===== config.mk =====
export PLATFORM = sky130hd
export DESIGN_NAME = prio_enc_seg_disp
export DESIGN_NICKNAME = d
export VERILOG_FILES = /design/src/rtl/prio_enc_seg_disp.sv
export SDC_FILE = /design/constraint.sdc
export NUM_CORES = 1
export LEC_CHECK = 0
export CAP_MARGIN = 5
export CORE_AREA = 8 8 94 96
export DETAILED_ROUTE_END_ITERATION = 7
export DIE_AREA = 0 0 102 104
export GPL_TIMING_DRIVEN = 1
export PLACE_DENSITY = 0.83
export SKIP_CTS_REPAIR_TIMING = 1
export SYNTH_ARGS = -nofsm -noshare
export SYNTH_HDL_FRONTEND = slang
export SYNTH_SLANG_ARGS = --single-unit

===== constraint.sdc =====
create_clock -name clk -period 4.14 [get_ports clk]
set_clock_uncertainty 0.05 [all_clocks]
set_input_delay 0.621 -clock clk [delete_from_list [all_inputs] [get_ports clk]]
set_output_delay 0.621 -clock clk [all_outputs]
set_load 0.05 [all_outputs]

===== src/rtl/prio_enc_seg_disp.sv =====
// rtl/prio_enc_seg_disp.sv - debounced priority encoder with seven-segment readout
// Define PRIO_ENC_SEG_DEC_EN for decimal digits; hex digits otherwise.
module prio_enc_seg_disp #(
  parameter int IN_W       = 16,
  parameter int DIGITS     = 2,
  parameter int DEB_CYCLES = 4,
  localparam int IDX_W     = $clog2(IN_W)
) (
  input  logic                  clk,
  input  logic                  rst_n,
  input  logic                  en,
  input  logic [IN_W-1:0]       sw,
  output logic [IN_W-1:0]       led,
  output logic [IDX_W-1:0]      idx,
  output logic                  valid,
  output logic                  chg,
  output logic [7*DIGITS-1:0]   seg
);

  localparam int CNT_W = (DEB_CYCLES > 1) ? $clog2(DEB_CYCLES) : 1;
`ifdef PRIO_ENC_SEG_DEC_EN
  localparam int unsigned BASE = 10;
`else
  localparam int unsigned BASE = 16;
`endif

  // Active-low segments, bit6..0 = a..g.
  function automatic logic [6:0] glyph(input logic [3:0] v);
    case (v)
      4'h0: glyph = 7'b0000001;
      4'h1: glyph = 7'b1001111;
      4'h2: glyph = 7'b0010010;
      4'h3: glyph = 7'b0000110;
      4'h4: glyph = 7'b1001100;
      4'h5: glyph = 7'b0100100;
      4'h6: glyph = 7'b0100000;
      4'h7: glyph = 7'b0001111;
      4'h8: glyph = 7'b0000000;
      4'h9: glyph = 7'b0000100;
      4'hA: glyph = 7'b0001000;
      4'hB: glyph = 7'b1100000;
      4'hC: glyph = 7'b0110001;
      4'hD: glyph = 7'b1000010;
      4'hE: glyph = 7'b0110000;
      default: glyph = 7'b0111000;
    endcase
  endfunction

  logic [IN_W-1:0]     s1_q, s2_q, cand_q, acc_q;
  logic [CNT_W-1:0]    cnt_q;
  logic [IN_W-1:0]     led_q, led_d;
  logic [IDX_W-1:0]    idx_q, idx_d;
  logic                valid_q, valid_d;
  logic                chg_q, chg_d;
  logic [7*DIGITS-1:0] seg_q, seg_d;
  int unsigned         rem;

  // Two-flop synchroniser, then a candidate must survive DEB_CYCLES more edges.
  always_ff @(posedge clk or negedge rst_n) begin
    if (!rst_n) begin
      s1_q   <= '0;
      s2_q   <= '0;
      cand_q <= '0;
      cnt_q  <= '0;
      acc_q  <= '0;
    end else begin
      s1_q <= sw;
      s2_q <= s1_q;
      if (s2_q != cand_q) begin
        cand_q <= s2_q;
        cnt_q  <= '0;
      end else if (cnt_q == CNT_W'(DEB_CYCLES - 1)) begin
        acc_q <= cand_q;
      end else begin
        cnt_q <= cnt_q + 1'b1;
      end
    end
  end

  always_comb begin
    idx_d   = '0;
    valid_d = |acc_q;
    led_d   = en ? acc_q : '0;
    seg_d   = '1;
    rem     = '0;
    for (int i = 0; i < IN_W; i++) begin
      if (acc_q[i]) idx_d = IDX_W'(i);
    end
    chg_d = ({valid_d, idx_d} != {valid_q, idx_q});
    // Repeated division wraps the value modulo BASE**DIGITS for free.
    if (en) begin
      rem = 32'(idx_d);
      for (int d = 0; d < DIGITS; d++) begin
        seg_d[7*d +: 7] = glyph(4'(rem % BASE));
        rem = rem / BASE;
      end
    end
  end

  always_ff @(posedge clk or negedge rst_n) begin
    if (!rst_n) begin
      led_q   <= '0;
      idx_q   <= '0;
      valid_q <= 1'b0;
      chg_q   <= 1'b0;
      seg_q   <= '1;
    end else begin
      led_q   <= led_d;
      idx_q   <= idx_d;
      valid_q <= valid_d;
      chg_q   <= chg_d;
      seg_q   <= seg_d;
    end
  end

  assign led   = led_q;
  assign idx   = idx_q;
  assign valid = valid_q;
  assign chg   = chg_q;
  assign seg   = seg_q;

endmodule

Word level (Yosys, flattened, before mapping):

Memories as Yosys holds them, arrays and structs flattened.
Cells that the tools add are included.

* multiplexer cells: 19
* equal/unequal tests: 4
* bitwise operators: 1
* reductions and logical operators: 2
* add/subtract/negate cells: 1

Operators with widths (number)
* $mux 4: 14
* $mux 16: 1
* $ne 16x16->1: 1
* $reduce_or 16->1: 1
* $mux 14: 1
* $ne 5x5->1: 1
* $mux 2: 2
* $add 2x1->2 const B: 1
* $eq 2x2->1 const B: 1
* $ne 2x2->1 const B: 1
* $reduce_and 2->1: 1
* $mux 1: 1
* $not 1->1: 1

* memories: 2
* input bits: 19
* memory bits (read-only): 224
* output and inout port bits: 36
* flip-flop bits (word level): 102

Memory list
* (no name shown): depth 16, width 7, read ports 1, clocked after Yosys merged registers in 0, wr ports 0, RTL line 29 `case (v)`
* (no name shown): depth 16, width 7, read ports 1, clocked after Yosys merged registers in 0, wr ports 0, RTL line 29

Longest topological paths before layout:

Gate-level depths: netlist (run 1).
An unclocked memory read counts as a cell.

* depth after elaboration: 17
* gate-level depth with buffers: 10
* depth with buffers taken out: 9

Worst setup path after synthesis (run 1):

No wires, ideal clock.

* path kind: register to register
* start: register acc_q[12]
* end: register chg_q, in the netlist chg
* path buffers: 1
* setup slack: 1.738 ns
* required time: 3.961 ns
* clock period less this slack: 2.402 ns
* cell stages (with the launch flop): 8
* data arrival time: 2.223 ns
* cells stage by stage: dfrtp_1 > or4_1 > buf_6 > nor2_8 > inv_4 > or4_4 > xor2_1 > a2111o_1

* longest elaborated chain between the ends: 5

RTL lines
* start: declaration: RTL line 49 `logic [IN_W-1:0] s1_q, s2_q, cand_q, acc_q;`
* start signal: assignment: RTL line 73 `acc_q <= cand_q;`
* $mux 4 (4 in a row): RTL line 87 `if (acc_q[i]) idx_d = IDX_W'(i);`
* net idx_d[3]: RTL line 52 `logic [IDX_W-1:0] idx_q, idx_d;`
* $ne 5x5->1: RTL line 89 `chg_d = ({valid_d, idx_d} != {valid_q, idx_q});`
* net chg_d: RTL line 54 `logic chg_q, chg_d;`
* end signal: assignment: RTL line 111 `chg_q <= chg_d;`
* end: declaration: RTL line 54

The timed path passes the listed nets, and every way through them passes these cells.
A chain may end at the register's enable or synchronous reset.

Final worst setup path (run 1):

* start: register acc_q[13]
* end: register chg_q, in the netlist chg

* longest elaborated chain between the ends: 4

RTL lines (RTL line)
* $mux 4 (3 in a row): 87
* net idx_d[3]: 52
* $ne 5x5->1: 89
* net chg_d: 54

The timed path passes the listed nets, and every way through them passes these cells.

==> metrics.txt, run 1 <==
post-synthesis sequential area ratio 67.6%; post-synthesis cell count 267; largest net degree at the start of global routing 80; Critical Path Sink chg; Routed WL per cell 14.8 um; via/cell ratio 4.98; Fmax 380 MHz; CP cell instances or4_1 -> nor2_8 -> inv_4 -> or4_4 -> xor2_1 -> a2111o_1; CTS sink cnt 96; Global Route Usage Sum 12.5%; Final Max Slew Viols 0; layout cells sized above 1 16.2%; IO buf count 53; global-route wire length before repair 10400 um; critical path depth 6; GR Overflow Total 0; CP arrival 2830 ps; Yosys warning count 0; Worst Path Buf+Inv 1; Slew @ Worst Pin 922 ps; Synthesized Nets 290; commonest non-fill, non-tap cell in the layout dfrtp_1; Cell Area, Synth 3570 um^2; Rel. slew slack 38.5%; clock network fraction of design power 35.0%; worst-case reg-to-reg path depth 6; Root Buffer clkbuf_8; fillcell total 628; final hold viol count 0; CP startpoint acc_q[13]; drt pass-1 iters 4; die width 102 um; fin crit share 63.5%; Leak Pwr 1.98 nW; Clock Latency Late Sink 360 ps; Setup TNS 0 ps; ys flop type dfrtp_1; Peak VDD IR 0.209 mV; Final HPWL DP 4430 um; drc violations 0; Flop pwr share 59.6%; reg-to-reg endpoint chg; initial DRC count 77; unrepaired setup endpoints after global routing no; number of global-route vias before repair 2138; num rows 32; ant diodes 0; drt total wl 6090 um; via count 2045; Hold Crit Class reg -> reg; initial antenna violation count 0; CTS tree yes; Comb pwr share 5.4%; synthesized area per cell 13.4 um^2; Placed Instances 395; Die Y 104 um; placed cell area 4100 um^2; switch share 23.8%; internal power 1.25 mW; P&R area growth vs syn 20.1%; number of synthesized flops with an enable pin 0; Critical Path Max Stage Delay 720 ps; Post-DRT Antenna Nets 0; # nets final 327; Final Cell Area 4290 um^2; Initial Util 47.9%; reg-to-reg slack, setup 1510 ps; die area 10600 um^2; P_sw 0.392 mW; Max Cap Viol 0; Max clock buf depth 2; most frequent cells in the layout dfrtp_1, clkdlybuf4s50_1, xor2_1; FF+latch area 2410 um^2; I/O Pins 55; Non-Filler Instances 411; Unique masters post-synth 43; Power Total 1.65 mW; PD cells 384 nW/um^2; Synth async-reset ratio 100%; multi-input logic area 980 um^2; r2r startpoint acc_q[13]; Synth Register Bits 96; final setup margin 1510 ps; outcome finished, final reports clean; Tmin final 2630 ps; crit path capture type register; GPL Wtd Cong 0.934; CTS H-tree lvls 3; crit path max fanout 12; number of buffers created by CTS 9; CTS clk-pin slew, worst paths 90 ps; final setup fails 0; CP required 4340 ps; CP top delay family simple AND/OR/NAND/NOR gates; CP max stage cell or4_1; Placeable Area 7450 um^2; pre-CTS WS 1520 ps; Crit Path Class reg -> reg; CP startpoint kind register
power groups by stage:
stage	clock network, mW	registers [mW]	logic, mW
2_1_floorplan	0	1.01	0.0348
3_3_place_gp	0	0.999	0.0894
3_5_place_dp	0	1.00	0.0903
4_1_cts	0.588	0.982	0.0905
5_1_grt	0.633	0.985	0.0973
6_report	0.576	0.982	0.0885
synth_stat cells, types with 2 or more instances:
cell type | n | area share (%)
nand2_1 | 4 | 0.42
dfstp_2 | 8 | 5.9
or4_1 | 3 | 0.63
nor4_1 | 7 | 1.2
mux2_2 | 16 | 5.1
nand4_1 | 2 | 0.35
inv_1 | 8 | 0.84
buf_4 | 6 | 1.3
o211ai_1 | 2 | 0.42
nor2_1 | 13 | 1.4
ha_1 | 4 | 1.4
xor2_1 | 19 | 4.7
dfrtp_1 | 88 | 62
or3_1 | 4 | 0.70
or2_2 | 3 | 0.53
a21oi_1 | 9 | 1.3
o31ai_1 | 4 | 0.84
o21ai_0 | 8 | 1.1
nor3_1 | 2 | 0.28
clkbuf_1 | 21 | 2.2
a31oi_1 | 2 | 0.35
and2_1 | 12 | 2.1
a221oi_1 | 2 | 0.49
final cells by class:
cell class / instances / area share [%]
Multi-Input combinational cell: 133 / 22.9
Timing Repair Buffer: 54 / 12.5
Tap cell: 102 / 2.98
Clock buffer: 11 / 3.53
Sequential cell: 96 / 56.3
Inverter: 10 / 0.934
Clock inverter: 5 / 0.905
registers in the layout (all words and copies together) (netlist names):
register,count
s2_q,16
chg,1
seg,8
acc_q,16
valid,1
s1_q,16
led,16
cnt_q,2
cand_q,16
idx,4
per-layer routing:
layer,global-route usage [%],wire length (um),up-vias
li1,-,-,969
met1,15.4,2640,990
met2,18.1,2800,69
met3,4.08,443,17
met4,8.60,208,0
met5,0,0,-
how the worst min path moves through the flow:
stage / from / end / slack [ps] / cells after the start
after floorplan: rst_n / acc_q[0] / 280 / 0
after global placement: s1_q[8] / s2_q[8] / 280 / 0
after detailed placement: s1_q[13] / s2_q[13] / 290 / 0
after CTS: s1_q[14] / s2_q[14] / 310 / 0
after global routing: s1_q[4] / s2_q[4] / 310 / 0
final: s1_q[13] / s2_q[13] / 300 / 0
per-stage QoR:
stage,util [%],hold slack (ps)
after floorplan,-,275
after global placement,55.0,282
after detailed placement,55.0,286
after CTS,57.5,306
after global routing,57.5,309
final,57.5,304
worst register-to-register path, stage by stage, from the launching register on:
cell and delay, ps:
dfrtp_1 490, or4_1 720, nor2_8 210, inv_4 60, or4_4 490, xor2_1 150
a2111o_1 350
logic make-up after synthesis:
| logic type | count (synthesis) | share of synthesized area [%] |
|---|---|---|
| simple gates | 57 | 9.44 |
| compound gates | 35 | 6.52 |
| flops | 96 | 67.6 |
| other cells | 1 | 0.105 |
| xor+xnor | 19 | 4.67 |
| buf+inv | 38 | 4.91 |
| fa+ha+maj | 4 | 1.40 |
| mux | 17 | 5.33 |
Note: power is estimated with default switching activity, not from simulation.
==> inputs of run 2 (changes only) <==
==> constraint.sdc (replaced) <==
create_clock -name clk -period 2.65 [get_ports clk]
set_clock_uncertainty 0.05 [all_clocks]
set_input_delay 0.3975 -clock clk [delete_from_list [all_inputs] [get_ports clk]]
set_output_delay 0.3975 -clock clk [all_outputs]
set_load 0.05 [all_outputs]
==> metrics.txt, run 2 (same netlist as run 1, synthesis figures left out) <==
outcome finished, final reports clean; commonest non-fill, non-tap cell in the layout dfrtp_1; pre-CTS WS 99.9 ps; final hold viol count 0; initial DRC count 81; I/O Pins 55; number of global-route vias before repair 2144; Peak VDD IR 0.331 mV; Final Max Slew Viols 0; P&R area growth vs syn 22.4%; PD cells 594 nW/um^2; CP arrival 2730 ps; Post-DRT Antenna Nets 0; Root Buffer clkbuf_8; most frequent cells in the layout dfrtp_1, clkdlybuf4s50_1, xor2_1; Fmax 393 MHz; Global Route Usage Sum 12.8%; Routed WL per cell 15.2 um; Tmin final 2550 ps; internal power 1.98 mW; Critical Path Max Stage Delay 660 ps; number of buffers created by CTS 9; Final HPWL DP 4800 um; Crit Path Class reg -> reg; Clock Latency Late Sink 350 ps; Hold Crit Class in -> async; P_sw 0.617 mW; Placeable Area 7450 um^2; switch share 23.8%; Leak Pwr 2.04 nW; Power Total 2.59 mW; Max clock buf depth 2; CTS H-tree lvls 3; global-route wire length before repair 10600 um; crit path capture type register; Initial Util 47.9%; fin crit share 96.0%; Rel. slew slack 57.3%; CP max stage cell or4_1; # nets final 335; ant diodes 0; CP startpoint kind register; drt total wl 6350 um; final setup fails 0; via/cell ratio 4.95; Comb pwr share 5.6%; IO buf count 53; CTS tree yes; Setup TNS 0 ps; Die Y 104 um; Slew @ Worst Pin 640 ps; num rows 32; WHS 7.40 ps; die area 10600 um^2; final setup margin 105 ps; GPL Wtd Cong 0.941; CTS sink cnt 96; CTS clk-pin slew, worst paths 90 ps; CP required 2840 ps; Flop pwr share 59.1%; initial antenna violation count 0; Max Cap Viol 0; via count 2073; drc violations 0; unrepaired setup endpoints after global routing no; drt pass-1 iters 4; CP cell instances or4_1 -> nor2_8 -> inv_4 -> or4_4 -> xor2_1 -> a2111o_1; crit path max fanout 7; largest net degree at the start of global routing 55; clock network fraction of design power 35.3%; die width 102 um; GR Overflow Total 0; layout cells sized above 1 18.6%
## run 2: cell types whose count changed in the layout (fill, tap and decap cells not counted), sizes merged
cell,previous run,this run
inv,10,13
buf,2,10
clkinvlp,4,1
## run 2: metal layers
layer | global-route usage (%) | part of all wire (%) | vias to the layer above
li1 | - | - | 976
met1 | 15.7 | 40 | 988
met2 | 19.7 | 49 | 91
met3 | 3.01 | 6.9 | 18
met4 | 7.66 | 3.2 | 0
met5 | 0 | 0 | -
## run 2: metrics by stage
step	util, %	std cells	area, um^2
floorplan	-	267	3570
global placement	56.0	403	4170
detailed placement	56.0	403	4170
CTS	58.6	419	4360
global route	58.7	419	4370
finish	58.7	419	4370
## run 2: worst paths after layout
kind                                end  cells after the start      start  slack [ps]
worst max register to register      chg                      6  acc_q[12]         100
worst max-delay path                chg                      6  acc_q[12]         100
worst min register to register  s2_q[2]                      0    s1_q[2]         300
min in group clk                s2_q[2]                      0    s1_q[2]         300
worst min-delay path            led[13]                      1      rst_n           7
max in group asynchronous        seg[3]                      2      rst_n        1870
## run 2: area by class of cell
cell class | count | area (um^2)
Fill cell | 623 | 3080
Sequential cell | 96 | 2410
Multi-Input combinational cell | 133 | 983
Timing Repair Buffer | 62 | 608
Clock buffer | 11 | 151
Tap cell | 102 | 128
Clock inverter | 5 | 45.0
Inverter | 10 | 40.0
## run 2: worst max-delay path: cells and delay by family, from the launching register on
family / cells / cell delay, ps
buf+inv: 1 / 60
flops: 1 / 440
xor+xnor: 1 / 170
simple gates: 3 / 1350
compound gates: 1 / 360
## run 2: power groups by stage
| stage | Combinational, mW | Clock [mW] | Sequential, mW |
|---|---|---|---|
| after CTS | 0.149 | 0.945 | 1.53 |
| after floorplan | 0.0543 | 0 | 1.58 |
| after global routing | 0.160 | 1.01 | 1.54 |
| after detailed placement | 0.148 | 0 | 1.56 |
| final | 0.145 | 0.916 | 1.53 |
| after global placement | 0.146 | 0 | 1.56 |
==> inputs of run 3 (changes only) <==
--- a/config.mk
+++ b/config.mk
@@ -6,12 +6,13 @@
 export NUM_CORES = 1
 export LEC_CHECK = 0
 export CAP_MARGIN = 5
-export CORE_AREA = 8 8 94 96
+export CORE_AREA = 8 8 92 94
 export DETAILED_ROUTE_END_ITERATION = 7
-export DIE_AREA = 0 0 102 104
+export DIE_AREA = 0 0 100 102
 export GPL_TIMING_DRIVEN = 1
-export PLACE_DENSITY = 0.83
+export PLACE_DENSITY = 0.76
 export SKIP_CTS_REPAIR_TIMING = 1
+export SLEW_MARGIN = 20
 export SYNTH_ARGS = -nofsm -noshare
 export SYNTH_HDL_FRONTEND = slang
 export SYNTH_SLANG_ARGS = --single-unit
==> metrics.txt, run 3 (same netlist as run 1, synthesis figures left out) <==
outcome finished, final reports clean; Final Max Slew Viols 0; hold path start s1_q[14]; multi-input logic area 983 um^2; CTS H-tree lvls 3; GR Layer Usage met1 15.8%; crit path capture type register; CP max stage cell or4_1; FF+latch area 2410 um^2; Initial Util 50.5%; Non-Filler Instances 416; largest net degree at the start of global routing 60; Leak Pwr 2.06 nW; drt pass-1 iters 4; number of buffers created by CTS 9; worst-case reg-to-reg path depth 6; crit path max fanout 7; Crit Path Class reg -> reg; IO buf count 53; unrepaired setup endpoints after global routing no; Tmin final 2550 ps; fillcell total 535; P&R area growth vs syn 23.6%; global route hottest layer met2; CP arrival 2750 ps; drt total wl 6640 um; Hold Crit Class reg -> reg; Die Y 102 um; number of global-route vias before repair 2222; Routed WL per cell 16.0 um; global-route wire length before repair 11000 um; Final HPWL DP 4890 um; Power Total 2.81 mW; r2r startpoint acc_q[10]; reg-to-reg endpoint chg; Rel. slew slack 50.5%; Clock Latency Late Sink 360 ps; hold path endpoint s2_q[14]; Global Route Usage Sum 14.2%; final hold viol count 0; routing usage on met2 23.7%; I/O Pins 55; Slew @ Worst Pin 737 ps; Hold Path Stages 0; Setup TNS 0 ps; CTS tree yes; Global Route met3 Usage 4.90%; GPL Wtd Cong 0.873; CTS sink cnt 96; reg-to-reg slack, setup 100 ps; PD cells 638 nW/um^2; final setup fails 0; CP required 2850 ps; Critical Path Max Stage Delay 690 ps; Peak VDD IR 0.384 mV; initial DRC count 52; most frequent cells in the layout dfrtp_1, clkdlybuf4s50_1, xor2_1; CP cell instances or4_1 -> nor2_8 -> inv_4 -> or4_4 -> xor2_1 -> a2111o_1; layout cells sized above 1 18.0%; Post-DRT Antenna Nets 0; Max clock buf depth 2; # nets final 335; Root Buffer clkbuf_8; die area 10200 um^2; fin crit share 96.3%; drc violations 0; initial antenna violation count 0; Placeable Area 7060 um^2; Placed Instances 399; via/cell ratio 4.98; GR Overflow Total 0; commonest non-fill, non-tap cell in the layout dfrtp_1; die width 100 um; CTS clk-pin slew, worst paths 90 ps; num rows 31; Max Cap Viol 0; Fmax 392 MHz; via count 2072; ant diodes 0; CP startpoint kind register
## run 3: changes by cell type in the layout (fill, tap and decap cells not counted), sizes merged
cell,before,now
buf,10,9
bufinv,0,3
clkbuf,11,10
clkinv,1,2
clkinvlp,1,0
dlygate4sd3,0,1
inv,13,11
## run 3: report_power, final
part | internal, mW | total (mW) | switching (mW)
clock network | 0.632 | 1.13 | 0.500
registers | 1.51 | 1.53 | 0.0222
logic | 0.0573 | 0.147 | 0.0894
total | 2.20 | 2.81 | 0.612
## run 3: critical path, delay by kind of cell, from the launching register on
family	cells	cell delay [ps]
xor+xnor	1	150
buf+inv	1	60
compound gates	1	350
flops	1	450
simple gates	3	1380
## run 3: per-stage QoR
step | utilization (%) | hold WS (ps) | instance area (um^2) | worst slack [ps]
2_1_floorplan | - | 51.9 | 3570 | 248
3_3_place_gp | 58.9 | 282 | 4160 | 142
3_5_place_dp | 58.9 | 285 | 4160 | 83.5
4_1_cts | 62.3 | -57.1 | 4400 | 74.1
5_1_grt | 62.5 | 315 | 4410 | 7.63
6_report | 62.5 | 304 | 4410 | 98.7
## run 3: area by class of cell
cell class | count | area share (%)
Sequential cell | 96 | 54.7
Timing Repair Buffer | 62 | 13.8
Inverter | 10 | 0.908
Tap cell | 99 | 2.81
Clock inverter | 6 | 2.55
Multi-Input combinational cell | 133 | 22.3
Clock buffer | 10 | 2.89
## run 3: per-layer routing
layer / wire length (um) / up-vias / part of all wire (%)
met4: 174 / 0 / 2.6
met5: 0 / - / 0
met2: 3230 / 66 / 49
met1: 2840 / 1014 / 43
li1: - / 980 / -
met3: 395 / 12 / 5.9
## run 3: worst max path at each step
stage	end	slack [ps]	start	cells past startpoint
after floorplan	chg	250	acc_q[12]	7
after global placement	chg	140	acc_q[13]	6
after detailed placement	chg	80	acc_q[13]	6
after CTS	chg	70	acc_q[13]	6
after global routing	chg	8	acc_q[10]	6
final	chg	100	acc_q[10]	6
